### src/rtl/keypad_scan_ctrl_pkg.sv
// Shared constants and key index encoding for the keypad scan controller.
package keypad_scan_ctrl_pkg;

  localparam int unsigned KEY_ROWS    = 4;
  localparam int unsigned KEY_COLS    = 4;
  localparam int unsigned KEY_IDX_W   = 4;
  localparam int unsigned KEY_CODE_W  = 5;
  localparam int unsigned KEY_REL_BIT = 4;

  typedef enum logic [1:0] {
    COL0 = 2'd0,
    COL1 = 2'd1,
    COL2 = 2'd2,
    COL3 = 2'd3
  } col_e;

  typedef logic [KEY_IDX_W-1:0] key_idx_t;

  function automatic key_idx_t key_idx(input int unsigned row, input int unsigned col);
    return key_idx_t'(row * KEY_COLS + col);
  endfunction

endpackage

### src/rtl/keypad_event_fifo.sv
// Generic synchronous FIFO; push while full is accepted only together with a pop.
module keypad_event_fifo #(
  parameter int unsigned WIDTH = 5,
  parameter int unsigned DEPTH = 8
) (
  input  logic             clk,
  input  logic             rst,
  input  logic             push,
  input  logic [WIDTH-1:0] din,
  output logic             full,
  input  logic             pop,
  output logic [WIDTH-1:0] dout,
  output logic             empty
);

  localparam int unsigned PTR_W = $clog2(DEPTH);

  logic [WIDTH-1:0] mem_q [DEPTH];
  logic [PTR_W-1:0] wr_q, rd_q;
  logic [PTR_W:0]   cnt_q;
  logic             wr_en, rd_en;

  assign empty = (cnt_q == '0);
  assign full  = (cnt_q == (PTR_W+1)'(DEPTH));
  assign rd_en = pop && !empty;
  assign wr_en = push && (!full || rd_en);
  assign dout  = mem_q[rd_q];

  always_ff @(posedge clk) begin
    if (rst) begin
      for (int unsigned i = 0; i < DEPTH; i++) mem_q[i] <= '0;
      wr_q  <= '0;
      rd_q  <= '0;
      cnt_q <= '0;
    end else begin
      if (wr_en) begin
        mem_q[wr_q] <= din;
        wr_q        <= wr_q + 1'b1;
      end
      if (rd_en) rd_q <= rd_q + 1'b1;
      if (wr_en && !rd_en)      cnt_q <= cnt_q + 1'b1;
      else if (rd_en && !wr_en) cnt_q <= cnt_q - 1'b1;
    end
  end

endmodule

### src/rtl/keypad_scan_ctrl.sv
// 4x4 keypad scanner with per-frame matrix debounce and a key-event FIFO.
// Release events are built only when KEYPAD_RELEASE_EVENT_EN is defined.
module keypad_scan_ctrl
  import keypad_scan_ctrl_pkg::*;
#(
  parameter int unsigned SCAN_DIV        = 5000,
  parameter int unsigned DEBOUNCE_FRAMES = 4,
  parameter int unsigned FIFO_DEPTH      = 8
) (
  input  logic                           clk,
  input  logic                           rst,
  input  logic [KEY_ROWS-1:0]            keypad_row,
  output logic [KEY_COLS-1:0]            keypad_col,
  output logic                           key_valid,
  output logic [KEY_CODE_W-1:0]          key_code,
  input  logic                           key_ready,
  output logic [KEY_ROWS*KEY_COLS-1:0]   key_state
);

  localparam int unsigned NKEYS   = KEY_ROWS * KEY_COLS;
  localparam int unsigned DWELL_W = $clog2(SCAN_DIV);
  localparam int unsigned CNT_W   = $clog2(DEBOUNCE_FRAMES + 1);
  localparam logic [DWELL_W-1:0] DWELL_LAST = DWELL_W'(SCAN_DIV - 1);
  localparam logic [CNT_W-1:0]   CNT_MAX    = CNT_W'(DEBOUNCE_FRAMES);

  logic [KEY_ROWS-1:0]   row_meta_q, row_sync_q;
  logic [DWELL_W-1:0]    dwell_q, dwell_d;
  col_e                  col_q, col_d;
  logic [NKEYS-1:0]      snap_q, snap_d, prev_q, prev_d, state_q, state_d;
  logic [NKEYS-1:0]      press_q, press_d;
  logic [CNT_W-1:0]      cnt_q, cnt_d;
  logic                  last_dwell, frame_end, commit;

  logic                  fifo_full, fifo_empty, pop, can_push, push, found, sel_rel;
  key_idx_t              sel_idx;
  logic [KEY_CODE_W-1:0] push_code, fifo_dout;

`ifdef KEYPAD_RELEASE_EVENT_EN
  logic [NKEYS-1:0]      rel_q, rel_d;
`endif

  // Scan, snapshot assembly and debounce counting.
  always_comb begin
    last_dwell = (dwell_q == DWELL_LAST);
    frame_end  = last_dwell && (col_q == COL3);
    dwell_d    = last_dwell ? '0 : dwell_q + 1'b1;
    col_d      = col_q;
    snap_d     = snap_q;
    if (last_dwell) begin
      case (col_q)
        COL0:    col_d = COL1;
        COL1:    col_d = COL2;
        COL2:    col_d = COL3;
        default: col_d = COL0;
      endcase
      for (int unsigned r = 0; r < KEY_ROWS; r++)
        snap_d[key_idx(r, col_q)] = ~row_sync_q[r];
    end
    prev_d = prev_q;
    cnt_d  = cnt_q;
    if (frame_end) begin
      prev_d = snap_d;
      if (snap_d == prev_q) cnt_d = (cnt_q == CNT_MAX) ? cnt_q : cnt_q + 1'b1;
      else                  cnt_d = CNT_W'(1);
    end
    commit  = (cnt_q == CNT_MAX) && (prev_q != state_q);
    state_d = commit ? prev_q : state_q;
  end

  // Pending-event selection: lowest pending press first, then releases.
  always_comb begin
    pop      = !fifo_empty && key_ready;
    can_push = !fifo_full || pop;
    found    = 1'b0;
    sel_idx  = '0;
    sel_rel  = 1'b0;
    for (int unsigned i = 0; i < NKEYS; i++) begin
      if (!found && press_q[i]) begin
        found   = 1'b1;
        sel_idx = key_idx_t'(i);
      end
    end
`ifdef KEYPAD_RELEASE_EVENT_EN
    for (int unsigned i = 0; i < NKEYS; i++) begin
      if (!found && rel_q[i]) begin
        found   = 1'b1;
        sel_idx = key_idx_t'(i);
        sel_rel = 1'b1;
      end
    end
`endif
    push      = found && can_push;
    push_code = '0;
    push_code[KEY_IDX_W-1:0] = sel_idx;
    push_code[KEY_REL_BIT]   = sel_rel;

    press_d = press_q;
    if (push && !sel_rel) press_d[sel_idx] = 1'b0;
`ifdef KEYPAD_RELEASE_EVENT_EN
    rel_d = rel_q;
    if (push && sel_rel) rel_d[sel_idx] = 1'b0;
    // Unqueued presses survive their release so press precedes release.
    if (commit) begin
      press_d = press_d | (prev_q & ~state_q);
      rel_d   = rel_d | (~prev_q & state_q);
    end
`else
    if (commit) press_d = (press_d | (prev_q & ~state_q)) & prev_q;
`endif
  end

  always_ff @(posedge clk) begin
    if (rst) begin
      row_meta_q <= '1;
      row_sync_q <= '1;
      dwell_q    <= '0;
      col_q      <= COL0;
      snap_q     <= '0;
      prev_q     <= '0;
      cnt_q      <= '0;
      state_q    <= '0;
      press_q    <= '0;
    end else begin
      row_meta_q <= keypad_row;
      row_sync_q <= row_meta_q;
      dwell_q    <= dwell_d;
      col_q      <= col_d;
      snap_q     <= snap_d;
      prev_q     <= prev_d;
      cnt_q      <= cnt_d;
      state_q    <= state_d;
      press_q    <= press_d;
    end
  end

`ifdef KEYPAD_RELEASE_EVENT_EN
  always_ff @(posedge clk) begin
    if (rst) rel_q <= '0;
    else     rel_q <= rel_d;
  end
`endif

  keypad_event_fifo #(
    .WIDTH (KEY_CODE_W),
    .DEPTH (FIFO_DEPTH)
  ) u_fifo (
    .clk   (clk),
    .rst   (rst),
    .push  (push),
    .din   (push_code),
    .full  (fifo_full),
    .pop   (pop),
    .dout  (fifo_dout),
    .empty (fifo_empty)
  );

  assign keypad_col = ~(4'b0001 << col_q);
  assign key_valid  = !fifo_empty;
  assign key_code   = fifo_dout;
  assign key_state  = state_q;

endmodule

### config.mk
export PLATFORM = sky130hd
export DESIGN_NAME = keypad_scan_ctrl
export DESIGN_NICKNAME = d
export VERILOG_FILES = /design/src/rtl/keypad_scan_ctrl_pkg.sv /design/src/rtl/keypad_event_fifo.sv /design/src/rtl/keypad_scan_ctrl.sv
export SDC_FILE = /design/constraint.sdc
export NUM_CORES = 1
export LEC_CHECK = 0
export BUFFER_PORTS_ARGS = -buffer_cell sky130_fd_sc_hd__buf_4
export CORE_MARGIN = 10
export CORE_UTILIZATION = 58
export CTS_CLUSTER_DIAMETER = 40
export CTS_CLUSTER_SIZE = 10
export DETAILED_ROUTE_END_ITERATION = 10
export GPL_TIMING_DRIVEN = 0
export PLACE_DENSITY = 0.76
export SKIP_CTS_REPAIR_TIMING = 1
export SLEW_MARGIN = 0
export SYNTH_ARGS = -nofsm -noshare
export SYNTH_HDL_FRONTEND = slang
export SYNTH_SLANG_ARGS = --single-unit
### constraint.sdc
create_clock -name clk -period 3.5 [get_ports clk]
set_input_delay 0.525 -clock clk [delete_from_list [all_inputs] [get_ports clk]]
set_output_delay 0.525 -clock clk [all_outputs]
set_load 0.01 [all_outputs]
==> results of run 1 <==
==> logic make-up after synthesis <==
| family | after synthesis |
|---|---|
| compound gates | 120 |
| simple gates | 277 |
| other cells | 1 |
| flops | 135 |
| buf+inv | 72 |
| fa+ha+maj | 29 |
| mux | 24 |
| xor+xnor | 28 |
==> report_power, final <==
group | internal, mW | total [mW] | switching (mW)
Sequential | 1.65 | 1.69 | 0.0421
Clock | 1.22 | 1.90 | 0.680
Combinational | 0.215 | 0.439 | 0.225
Total | 3.08 | 4.03 | 0.947
==> per-stage QoR <==
stage / hold slack, ns / setup slack, ns / std cells
after floorplan: 0.389 / 0.674 / 686
after global placement: 0.393 / 0.262 / 857
after detailed placement: 0.406 / 0.186 / 857
after CTS: 0.162 / 0.148 / 889
after global routing: 0.165 / 0.0132 / 889
final: 0.169 / 0.242 / 889
==> final cells by class <==
| class | count | area [um^2] | share of cell area |
|---|---|---|---|
| Buffer | 33 | 136 | 0.0183 |
| Clock buffer | 23 | 500 | 0.0671 |
| Clock inverter | 9 | 136 | 0.0183 |
| Inverter | 39 | 146 | 0.0196 |
| Multi-Input combinational cell | 479 | 3110 | 0.417 |
| Sequential cell | 135 | 3020 | 0.405 |
| Tap cell | 140 | 175 | 0.0235 |
| Timing Repair Buffer | 31 | 233 | 0.0312 |
==> state kept, by name, indices dropped and copies added (netlist names), named ones only <==
signal        cells
u_fifo.mem_q     32
key_state        16
press_q          16
prev_q           16
snap_q           16
dwell_q          13
row_meta_q        4
row_sync_q        4
u_fifo.cnt_q      4
cnt_q             3
u_fifo.rd_q       3
u_fifo.wr_q       3
col_q             2
==> worst min path at each step <==
stage                   from       endpoint  slack, ns  cells past startpoint
2_1_floorplan  row_meta_q[0]  row_sync_q[0]       0.39                      1
3_3_place_gp   row_meta_q[3]  row_sync_q[3]       0.39                      1
3_5_place_dp   row_meta_q[3]  row_sync_q[3]       0.41                      1
4_1_cts        keypad_row[3]  row_meta_q[3]       0.16                      2
5_1_grt        keypad_row[3]  row_meta_q[3]       0.17                      2
6_report       keypad_row[3]  row_meta_q[3]       0.17                      2
==> Yosys cell counts (all sizes together), types with 4 or more instances <==
cell type / number / share of area
a211oi: 25 / 0.029
a21oi: 38 / 0.030
and3: 5 / 0.0051
buf: 6 / 0.0055
clkbuf: 27 / 0.016
dfxtp: 103 / 0.32
edfxtp: 32 / 0.15
ha: 28 / 0.055
inv: 39 / 0.023
mux2: 5 / 0.0088
mux2i: 11 / 0.018
mux4: 8 / 0.028
nand2: 75 / 0.044
nand2b: 10 / 0.0098
nand3: 14 / 0.011
nand4: 17 / 0.020
nor2: 112 / 0.066
nor3: 6 / 0.0055
nor4: 8 / 0.015
o21a: 6 / 0.0070
o21ai: 21 / 0.016
o22ai: 4 / 0.0049
o41ai: 4 / 0.0055
or2: 9 / 0.0088
xnor2: 15 / 0.020
xor2: 13 / 0.018
==> metal layers <==
layer  vias up  global-route usage  wire length [um]
met2       216               0.339              7850
met5         -                   0                 0
met3        54              0.0604              1130
met1      2517               0.226              6210
li1       2505                   -                 -
met4         0              0.0942               480
==> worst register-to-register path: cells and delay by family (launching register included) <==
kind / cells / cell delay, ns
and+or+nand+nor: 2 / 1.10
AOI/OAI and AO/OA: 4 / 0.69
buffers and inverters: 3 / 0.47
xor gates and xnor gates: 1 / 0.09
adders and majority gates: 2 / 0.47
DFF: 1 / 0.35
==> reports/qor.json, run 1 <==
{
  "cpMaxStageDelayCell": {"value": "sky130_fd_sc_hd__nor4_1"},
  "grt_setup_unrepaired": {"value": "false"},
  "cp_top_family": {"value": "simple AND/OR/NAND/NOR gates"},
  "route.antenna.remaining_nets": {"value": 0},
  "max-clock-path-buffers": {"value": 2},
  "synthFlopType": {"value": "sky130_fd_sc_hd__dfxtp_1"},
  "rows": {"value": 38},
  "clock_latency": {"value": 0.54, "unit": "ns"},
  "main_combinational_cell_family_by_area_after_synthesis": {"value": "simple AND/OR/NAND/NOR gates"},
  "finalHoldViolCount": {"value": 0},
  "timing.critical_path.from_type": {"value": "flip-flop"},
  "drv_slew": {"value": 0},
  "coreArea": {"value": 10800, "unit": "um^2"},
  "post_synth_inst_count": {"value": 686},
  "die_width": {"value": 125, "unit": "um"},
  "boundaryPins": {"value": 33},
  "critPathMaxFanout": {"value": 10},
  "arrival": {"value": 3.72, "unit": "ns"},
  "timing.critical_path.cells": {"value": "nor4_1 > a32o_1 > buf_2 > inv_2 > ha_1 > inv_1 > ha_1 > a21o_1 > a21oi_1 > xnor2_1 > or3_1 > a21oi_1"},
  "clock_skew": {"value": 0.0101, "unit": "ns"},
  "timing.max_slew.rel_slack": {"value": 0.391},
  "drt_pre_antenna_iters": {"value": 6},
  "setup_viol": {"value": 0},
  "syn-cell-area": {"value": 6410, "unit": "um^2"},
  "finalCriticalPeriod": {"value": 3.26, "unit": "ns"},
  "ctsRootBufferMaster": {"value": "sky130_fd_sc_hd__clkbuf_8"},
  "setup_tns": {"value": 0, "unit": "ns"},
  "cts_buffers": {"value": 17},
  "period_share": {"value": 0.931},
  "synth_fa_ha_area_frac": {"value": 0.0578},
  "routabilityCongestion": {"value": 0.903},
  "synth-simple-area-share": {"value": 0.210},
  "design_area": {"value": 7460, "unit": "um^2"},
  "max-cap-violations": {"value": 0},
  "post_synth.cell_area_avg": {"value": 9.35, "unit": "um^2"},
  "drtIter0Drc": {"value": 411},
  "area_of_the_die": {"value": 15700, "unit": "um^2"},
  "count_of_flip_flops_with_a_built_in_enable_after_synthesis": {"value": 32},
  "seq_area_frac_synth": {"value": 0.471},
  "post-dp-hpwl": {"value": 11300, "unit": "um"},
  "grt_first_pass_wirelength": {"value": 25700, "unit": "um"},
  "worst_path_largest_cell_delay": {"value": 0.80, "unit": "ns"},
  "synthArstFlopShare": {"value": 0},
  "post_synth_mux_area_share": {"value": 0.0546},
  "post_route_cells_drive_above_1_share": {"value": 0.131},
  "vdd.ir_drop.worst": {"value": 0.289, "unit": "mV"},
  "clkTransAtPathRegs": {"value": 0.06, "unit": "ns"},
  "synth-compound-area-share": {"value": 0.123},
  "initial_utilization": {"value": 0.592},
  "status": {"value": "complete, no violations"},
  "route.detailed.drc": {"value": 0},
  "max_clock_freq": {"value": 307, "unit": "MHz"},
  "worst_pin_slew": {"value": 0.905, "unit": "ns"},
  "launch_point_of_the_worst_reg_to_reg_path": {"value": "press_q[12]"},
  "setup.worst_path.start": {"value": "press_q[12]"},
  "r2r-end": {"value": "u_fifo.cnt_q[3]"},
  "placed_cell_area": {"value": 6820, "unit": "um^2"},
  "critical_path.endpoint_type": {"value": "flip-flop"},
  "fraction_of_synthesized_cell_area_in_xor_and_xnor_cells": {"value": 0.0382},
  "chip_height": {"value": 125, "unit": "um"},
  "mean_number_of_vias_per_cell": {"value": 5.95},
  "cts.sinks": {"value": 135},
  "path_buf_inv": {"value": 3},
  "cts_tree": {"value": "built"},
  "n_fill_cell": {"value": 852},
  "required": {"value": 3.97, "unit": "ns"},
  "grt_max_degree": {"value": 17},
  "reg2regPathDepth": {"value": 12},
  "rrSetupSlack": {"value": 0.24, "unit": "ns"},
  "number_of_antenna_cells_inserted": {"value": 0},
  "synth_cell_types": {"value": 64},
  "worstSetupPathDepth": {"value": 12},
  "endpoint": {"value": "u_fifo.cnt_q[3]"},
  "count_of_port_buffers_added_during_placement": {"value": 31},
  "postRouteWirelength": {"value": 15700, "unit": "um"},
  "cellLeakagePower": {"value": 2.81, "unit": "nW"},
  "all_layer_global_routing_usage": {"value": 0.200},
  "antenna_violations_before_repair": {"value": 0},
  "grt-ovfl-total": {"value": 0},
  "area_overhead_vs_synth": {"value": 16.4, "unit": "%"},
  "ys_seq_elements": {"value": 135},
  "number_of_global_route_vias_before_repair": {"value": 5309},
  "htree_levels": {"value": 4},
  "post_syn_nets": {"value": 722},
  "layout_common_cells": {"value": "sky130_fd_sc_hd__nor2_1 (112), sky130_fd_sc_hd__dfxtp_1 (103), sky130_fd_sc_hd__nand2_1 (75)"},
  "power.total": {"value": 4.03, "unit": "mW"},
  "final_nets": {"value": 772},
  "timing.hold.worst.class": {"value": "in -> reg"},
  "critical_path_class": {"value": "reg -> reg"},
  "yosys_warnings": {"value": 0},
  "mostFrequentLayoutCell": {"value": "sky130_fd_sc_hd__nor2_1"},
  "postLayoutCoreUtil": {"value": 0.688},
  "power_per_cell_area": {"value": 540, "unit": "nW/um^2"},
  "vias": {"value": 5292},
  "post_drt_wl_per_cell": {"value": 17.6, "unit": "um"}
}
(Power assumes the default switching activity.)
==> run 2: changes to the inputs <==
- CORE_MARGIN: 10 -> not set
- CTS_CLUSTER_SIZE: 10 -> 24
==> run 2 against run 1 <==
Sequential power about the same. Total power is 1.3% higher. Non-clock buffer count unchanged. Critical path depth is 1 higher. Setup slack improved by 0.082 ns. Clock power up 3%. Routed wire length hardly changed. Sequential share of layout area decreased by 0.075 points. Largest power group unchanged. Global-route usage is 9.9 points higher. Via count shrank 0.57%. Clock-buffer cell count is 4 lower.
==> reports/qor.json, run 2 (same netlist as run 1, synthesis figures left out) <==
{
  "route.detailed.drc": {"value": 0},
  "timing.critical_path.from_type": {"value": "flip-flop"},
  "max_clock_freq": {"value": 315, "unit": "MHz"},
  "clock_latency": {"value": 0.54, "unit": "ns"},
  "route.antenna.remaining_nets": {"value": 0},
  "clkTransAtPathRegs": {"value": 0.06, "unit": "ns"},
  "max-cap-violations": {"value": 0},
  "p_switching": {"value": 0.934, "unit": "mW"},
  "finalHoldViolCount": {"value": 0},
  "largest_reg_flops": {"value": 32},
  "cellLeakagePower": {"value": 2.83, "unit": "nW"},
  "power_per_cell_area": {"value": 546, "unit": "nW/um^2"},
  "post-dp-hpwl": {"value": 11100, "unit": "um"},
  "drt_pre_antenna_iters": {"value": 5},
  "minimum_setup_slack_in_the_final_design": {"value": 0.324, "unit": "ns"},
  "final_nets": {"value": 772},
  "drv_slew": {"value": 0},
  "grt_setup_unrepaired": {"value": "false"},
  "grt_first_pass_wirelength": {"value": 25800, "unit": "um"},
  "required": {"value": 3.98, "unit": "ns"},
  "arrival": {"value": 3.65, "unit": "ns"},
  "register_with_the_most_flip_flops": {"value": "u_fifo.mem_q"},
  "number_of_global_route_vias_before_repair": {"value": 5256},
  "drtIter0Drc": {"value": 354},
  "max-clock-path-buffers": {"value": 2},
  "clock_skew": {"value": 0.00471, "unit": "ns"},
  "timing.hold.worst.class": {"value": "in -> reg"},
  "worst_pin_slew": {"value": 0.799, "unit": "ns"},
  "power.share.sequential": {"value": 0.415},
  "area_of_the_die": {"value": 11500, "unit": "um^2"},
  "grt-ovfl-total": {"value": 0},
  "cts.sinks": {"value": 135},
  "number_of_antenna_cells_inserted": {"value": 0},
  "vdd.ir_drop.worst": {"value": 0.380, "unit": "mV"},
  "layout_common_cells": {"value": "sky130_fd_sc_hd__nor2_1 (112), sky130_fd_sc_hd__dfxtp_1 (103), sky130_fd_sc_hd__nand2_1 (75)"},
  "routabilityCongestion": {"value": 0.893},
  "mostFrequentLayoutCell": {"value": "sky130_fd_sc_hd__nor2_1"},
  "cts_buffers": {"value": 17},
  "post_drt_wl_per_cell": {"value": 17.6, "unit": "um"},
  "grt_max_degree": {"value": 17},
  "chip_height": {"value": 107, "unit": "um"},
  "dpl_worst_slack": {"value": 0.195, "unit": "ns"},
  "vias": {"value": 5262},
  "rows": {"value": 38},
  "power_report.internal_total": {"value": 3.15, "unit": "mW"},
  "period_share": {"value": 0.907},
  "finalCriticalPeriod": {"value": 3.18, "unit": "ns"},
  "initial_utilization": {"value": 0.594},
  "netSwitchingFraction": {"value": 0.229},
  "setup_viol": {"value": 0},
  "all_layer_global_routing_usage": {"value": 0.299},
  "coreArea": {"value": 10800, "unit": "um^2"},
  "setup_tns": {"value": 0, "unit": "ns"},
  "p_comb_frac": {"value": 0.107},
  "cts_tree": {"value": "built"},
  "boundaryPins": {"value": 33},
  "critical_path_class": {"value": "reg -> reg"},
  "ctsRootBufferMaster": {"value": "sky130_fd_sc_hd__clkbuf_8"},
  "status": {"value": "complete, no violations"},
  "mean_number_of_vias_per_cell": {"value": 5.92},
  "timing.max_slew.rel_slack": {"value": 0.462},
  "power.share.clock": {"value": 0.478},
  "area_overhead_vs_synth": {"value": 16.6, "unit": "%"},
  "htree_levels": {"value": 4},
  "critical_path.endpoint_type": {"value": "flip-flop"},
  "post_route_cells_drive_above_1_share": {"value": 0.135},
  "critPathMaxFanout": {"value": 10},
  "postRouteWirelength": {"value": 15700, "unit": "um"},
  "count_of_port_buffers_added_during_placement": {"value": 31},
  "die_width": {"value": 107, "unit": "um"},
  "antenna_violations_before_repair": {"value": 0}
}
## run 2: metrics by stage
stage / hold slack (ns) / std cells / util / power [mW] / area (um^2)
6_report: 0.162 / 889 / 0.693 / 4.08 / 7480
5_1_grt: 0.143 / 889 / 0.693 / 4.23 / 7480
2_1_floorplan: 0.389 / 686 / - / 2.04 / 6410
3_3_place_gp: 0.392 / 857 / 0.632 / 2.14 / 6820
3_5_place_dp: 0.400 / 857 / 0.632 / 2.17 / 6820
4_1_cts: 0.150 / 889 / 0.692 / 4.10 / 7470
## run 2: worst paths after layout
check / from / endpoint / slack, ns / depth (start not counted)
setup / recovery: press_q[2] / u_fifo.cnt_q[3] / 0.32 / 13
hold / removal: keypad_row[0] / row_meta_q[0] / 0.16 / 2
hold reg to reg: row_meta_q[3] / row_sync_q[3] / 0.41 / 1
setup reg to reg: press_q[2] / u_fifo.cnt_q[3] / 0.32 / 13
## run 2: metal layers
layer,vias up,global-route usage,wire (um),part of all wire
li1,2511,-,-,-
met1,2508,0.343,6340,0.40
met2,200,0.505,7820,0.50
met3,43,0.0906,1000,0.064
met4,0,0.151,505,0.032
met5,-,0,0,0
## run 2: area by class of cell
cell class                      instances  area (um^2)
Inverter                               39          146
Buffer                                 33          136
Fill cell                             790         3320
Clock inverter                         13          198
Tap cell                              140          175
Clock buffer                           19          453
Sequential cell                       135         3020
Multi-Input combinational cell        479         3110
Timing Repair Buffer                   31          233
## run 2: power groups by stage
| stage | logic, mW | registers (mW) | clock network [mW] |
|---|---|---|---|
| 5_1_grt | 0.495 | 1.70 | 2.03 |
| 2_1_floorplan | 0.323 | 1.71 | 0 |
| 6_report | 0.436 | 1.69 | 1.95 |
| 3_3_place_gp | 0.418 | 1.72 | 0 |
| 3_5_place_dp | 0.439 | 1.73 | 0 |
| 4_1_cts | 0.444 | 1.70 | 1.96 |
## run 2: critical path: stages (launching register included)
cell and delay [ns]:
sky130_fd_sc_hd__dfxtp_1 0.33, sky130_fd_sc_hd__nor4_1 0.52, sky130_fd_sc_hd__and3_1 0.32, sky130_fd_sc_hd__a32o_1 0.14, sky130_fd_sc_hd__buf_2 0.24, sky130_fd_sc_hd__inv_2 0.11, sky130_fd_sc_hd__ha_1 0.22, sky130_fd_sc_hd__inv_1 0.11
sky130_fd_sc_hd__ha_1 0.23, sky130_fd_sc_hd__a21o_1 0.18, sky130_fd_sc_hd__a21oi_1 0.17, sky130_fd_sc_hd__xnor2_1 0.09, sky130_fd_sc_hd__or3_1 0.30, sky130_fd_sc_hd__a21oi_1 0.13
==> run 3: changes to the inputs <==
- CELL_PAD_IN_SITES_DETAIL_PLACEMENT: not set -> 1
- CELL_PAD_IN_SITES_GLOBAL_PLACEMENT: not set -> 1
- CORE_UTILIZATION: 58 -> 48
- PLACE_DENSITY: 0.76 -> not set
- PLACE_DENSITY_LB_ADDON: not set -> 0.1
==> run 3 against run 2 <==
Global-route usage down 1.4 points. Setup slack worse by 0.10 ns. Sequential cell count did not move. Final cell count rose by 3.6%. Critical path depth did not move. Clock-buffer cell count is 8 higher. Non-clock buffer count unchanged. Die area up 20%. Design area up 0.30%. Maximum frequency shrank 3.1%. Via count is essentially flat. Largest power group unchanged.
==> reports/qor.json, run 3 (same netlist as run 1, synthesis figures left out) <==
{
  "drt_pre_antenna_iters": {"value": 4},
  "ctsRootBufferMaster": {"value": "sky130_fd_sc_hd__clkbuf_16"},
  "max-cap-violations": {"value": 0},
  "post_drt_wl_per_cell": {"value": 20.1, "unit": "um"},
  "rows": {"value": 41},
  "postRouteWirelength": {"value": 18500, "unit": "um"},
  "mean_number_of_vias_per_cell": {"value": 5.71},
  "postLayoutCoreUtil": {"value": 0.585},
  "p_switching": {"value": 0.954, "unit": "mW"},
  "count_of_port_buffers_added_during_placement": {"value": 31},
  "timing.max_slew.rel_slack": {"value": 0.531},
  "chip_height": {"value": 118, "unit": "um"},
  "grt_setup_unrepaired": {"value": "false"},
  "area_of_the_die": {"value": 13800, "unit": "um^2"},
  "worst_pin_slew": {"value": 0.703, "unit": "ns"},
  "finalCriticalPeriod": {"value": 3.28, "unit": "ns"},
  "critPathMaxFanout": {"value": 10},
  "routabilityCongestion": {"value": 0.859},
  "power_report.internal_total": {"value": 3.01, "unit": "mW"},
  "max-clock-path-buffers": {"value": 2},
  "dp.cells": {"value": 889},
  "htree_levels": {"value": 4},
  "die_width": {"value": 118, "unit": "um"},
  "power_per_cell_area": {"value": 529, "unit": "nW/um^2"},
  "cts_buffers": {"value": 17},
  "cts.sinks": {"value": 135},
  "vias": {"value": 5260},
  "drv_slew": {"value": 0},
  "critical_path_class": {"value": "reg -> reg"},
  "max_clock_freq": {"value": 305, "unit": "MHz"},
  "final.hold.worst_slack": {"value": 0.275, "unit": "ns"},
  "final_nets": {"value": 772},
  "route.detailed.drc": {"value": 0},
  "finalHoldViolCount": {"value": 0},
  "all_layer_global_routing_usage": {"value": 0.285},
  "grt-ovfl-total": {"value": 0},
  "clock_skew": {"value": 0.00617, "unit": "ns"},
  "setup_viol": {"value": 0},
  "grt_max_degree": {"value": 17},
  "post_route_cells_drive_above_1_share": {"value": 0.135},
  "mostFrequentLayoutCell": {"value": "sky130_fd_sc_hd__nor2_1"},
  "cellLeakagePower": {"value": 2.82, "unit": "nW"},
  "status": {"value": "complete, no violations"},
  "arrival": {"value": 3.63, "unit": "ns"},
  "stdcell_count": {"value": 921},
  "power.total": {"value": 3.97, "unit": "mW"},
  "boundaryPins": {"value": 33},
  "number_of_global_route_vias_before_repair": {"value": 5735},
  "initial_utilization": {"value": 0.500},
  "layout_common_cells": {"value": "sky130_fd_sc_hd__nor2_1 (112), sky130_fd_sc_hd__dfxtp_1 (103), sky130_fd_sc_hd__nand2_1 (75)"},
  "post-dp-hpwl": {"value": 13200, "unit": "um"},
  "timing.hold.worst.class": {"value": "in -> reg"},
  "register_with_the_most_flip_flops": {"value": "u_fifo.mem_q"},
  "setup_tns": {"value": 0, "unit": "ns"},
  "cts_tree": {"value": "built"},
  "coreArea": {"value": 12800, "unit": "um^2"},
  "clock_latency": {"value": 0.43, "unit": "ns"},
  "power.share.sequential": {"value": 0.428},
  "clkTransAtPathRegs": {"value": 0.06, "unit": "ns"},
  "required": {"value": 3.86, "unit": "ns"},
  "critical_path.endpoint_type": {"value": "flip-flop"},
  "antenna_violations_before_repair": {"value": 0},
  "timing.critical_path.from_type": {"value": "flip-flop"},
  "p_comb_frac": {"value": 0.112},
  "grt_first_pass_wirelength": {"value": 30200, "unit": "um"},
  "drtIter0Drc": {"value": 307},
  "netSwitchingFraction": {"value": 0.241},
  "area_overhead_vs_synth": {"value": 17.0, "unit": "%"},
  "period_share": {"value": 0.936},
  "number_of_antenna_cells_inserted": {"value": 0},
  "vdd.ir_drop.worst": {"value": 0.396, "unit": "mV"},
  "route.antenna.remaining_nets": {"value": 0},
  "power.share.clock": {"value": 0.460},
  "largest_reg_flops": {"value": 32}
}
==> run 3: worst paths after layout <==
| path | from | endpoint | slack [ns] | cells after the start |
|---|---|---|---|---|
| hold reg to reg | row_meta_q[3] | row_sync_q[3] | 0.42 | 1 |
| hold / removal | keypad_row[3] | row_meta_q[3] | 0.28 | 2 |
| setup / recovery | press_q[2] | u_fifo.cnt_q[3] | 0.22 | 13 |
| setup reg to reg | press_q[2] | u_fifo.cnt_q[3] | 0.22 | 13 |
==> run 3: power groups by stage <==
stage	clock [mW]	sequential [mW]	combinational, mW
2_1_floorplan	0	1.71	0.323
3_3_place_gp	0	1.72	0.420
3_5_place_dp	0	1.73	0.448
4_1_cts	1.84	1.70	0.451
5_1_grt	1.91	1.70	0.487
6_report	1.82	1.70	0.445
==> run 3: area by class of cell <==
cell class                      instances  area [um^2]
Clock inverter                          5         56.3
Buffer                                 33          136
Sequential cell                       135         3020
Inverter                               39          146
Multi-Input combinational cell        479         3140
Timing Repair Buffer                   31          233
Tap cell                              172          215
Clock buffer                           27          549
Fill cell                            1474         5330
==> run 3: through the flow <==
| stage | worst slack [ns] | area (um^2) |
|---|---|---|
| 5_1_grt | 0.00655 | 7500 |
| 4_1_cts | -0.169 | 7470 |
| 3_5_place_dp | -0.0767 | 6860 |
| 2_1_floorplan | 0.674 | 6410 |
| 6_report | 0.224 | 7500 |
| 3_3_place_gp | 0.136 | 6860 |
==> run 3: critical path: stages, from the launching register on <==
cell	delay [ns]
sky130_fd_sc_hd__dfxtp_1	0.35
sky130_fd_sc_hd__nor4_2	0.47
sky130_fd_sc_hd__and3_1	0.33
sky130_fd_sc_hd__a32o_1	0.15
sky130_fd_sc_hd__buf_2	0.26
sky130_fd_sc_hd__inv_2	0.13
sky130_fd_sc_hd__ha_1	0.23
sky130_fd_sc_hd__inv_1	0.12
sky130_fd_sc_hd__ha_1	0.24
sky130_fd_sc_hd__a21o_1	0.18
sky130_fd_sc_hd__a21oi_1	0.17
sky130_fd_sc_hd__xnor2_1	0.09
sky130_fd_sc_hd__or3_1	0.32
sky130_fd_sc_hd__a21oi_1	0.15
==> run 3: per-layer routing <==
| metal | global-route usage | part of all wire |
|---|---|---|
| met5 | 0 | 0 |
| met4 | 0.113 | 0.025 |
| met3 | 0.0707 | 0.033 |
| met2 | 0.493 | 0.51 |
| met1 | 0.338 | 0.43 |
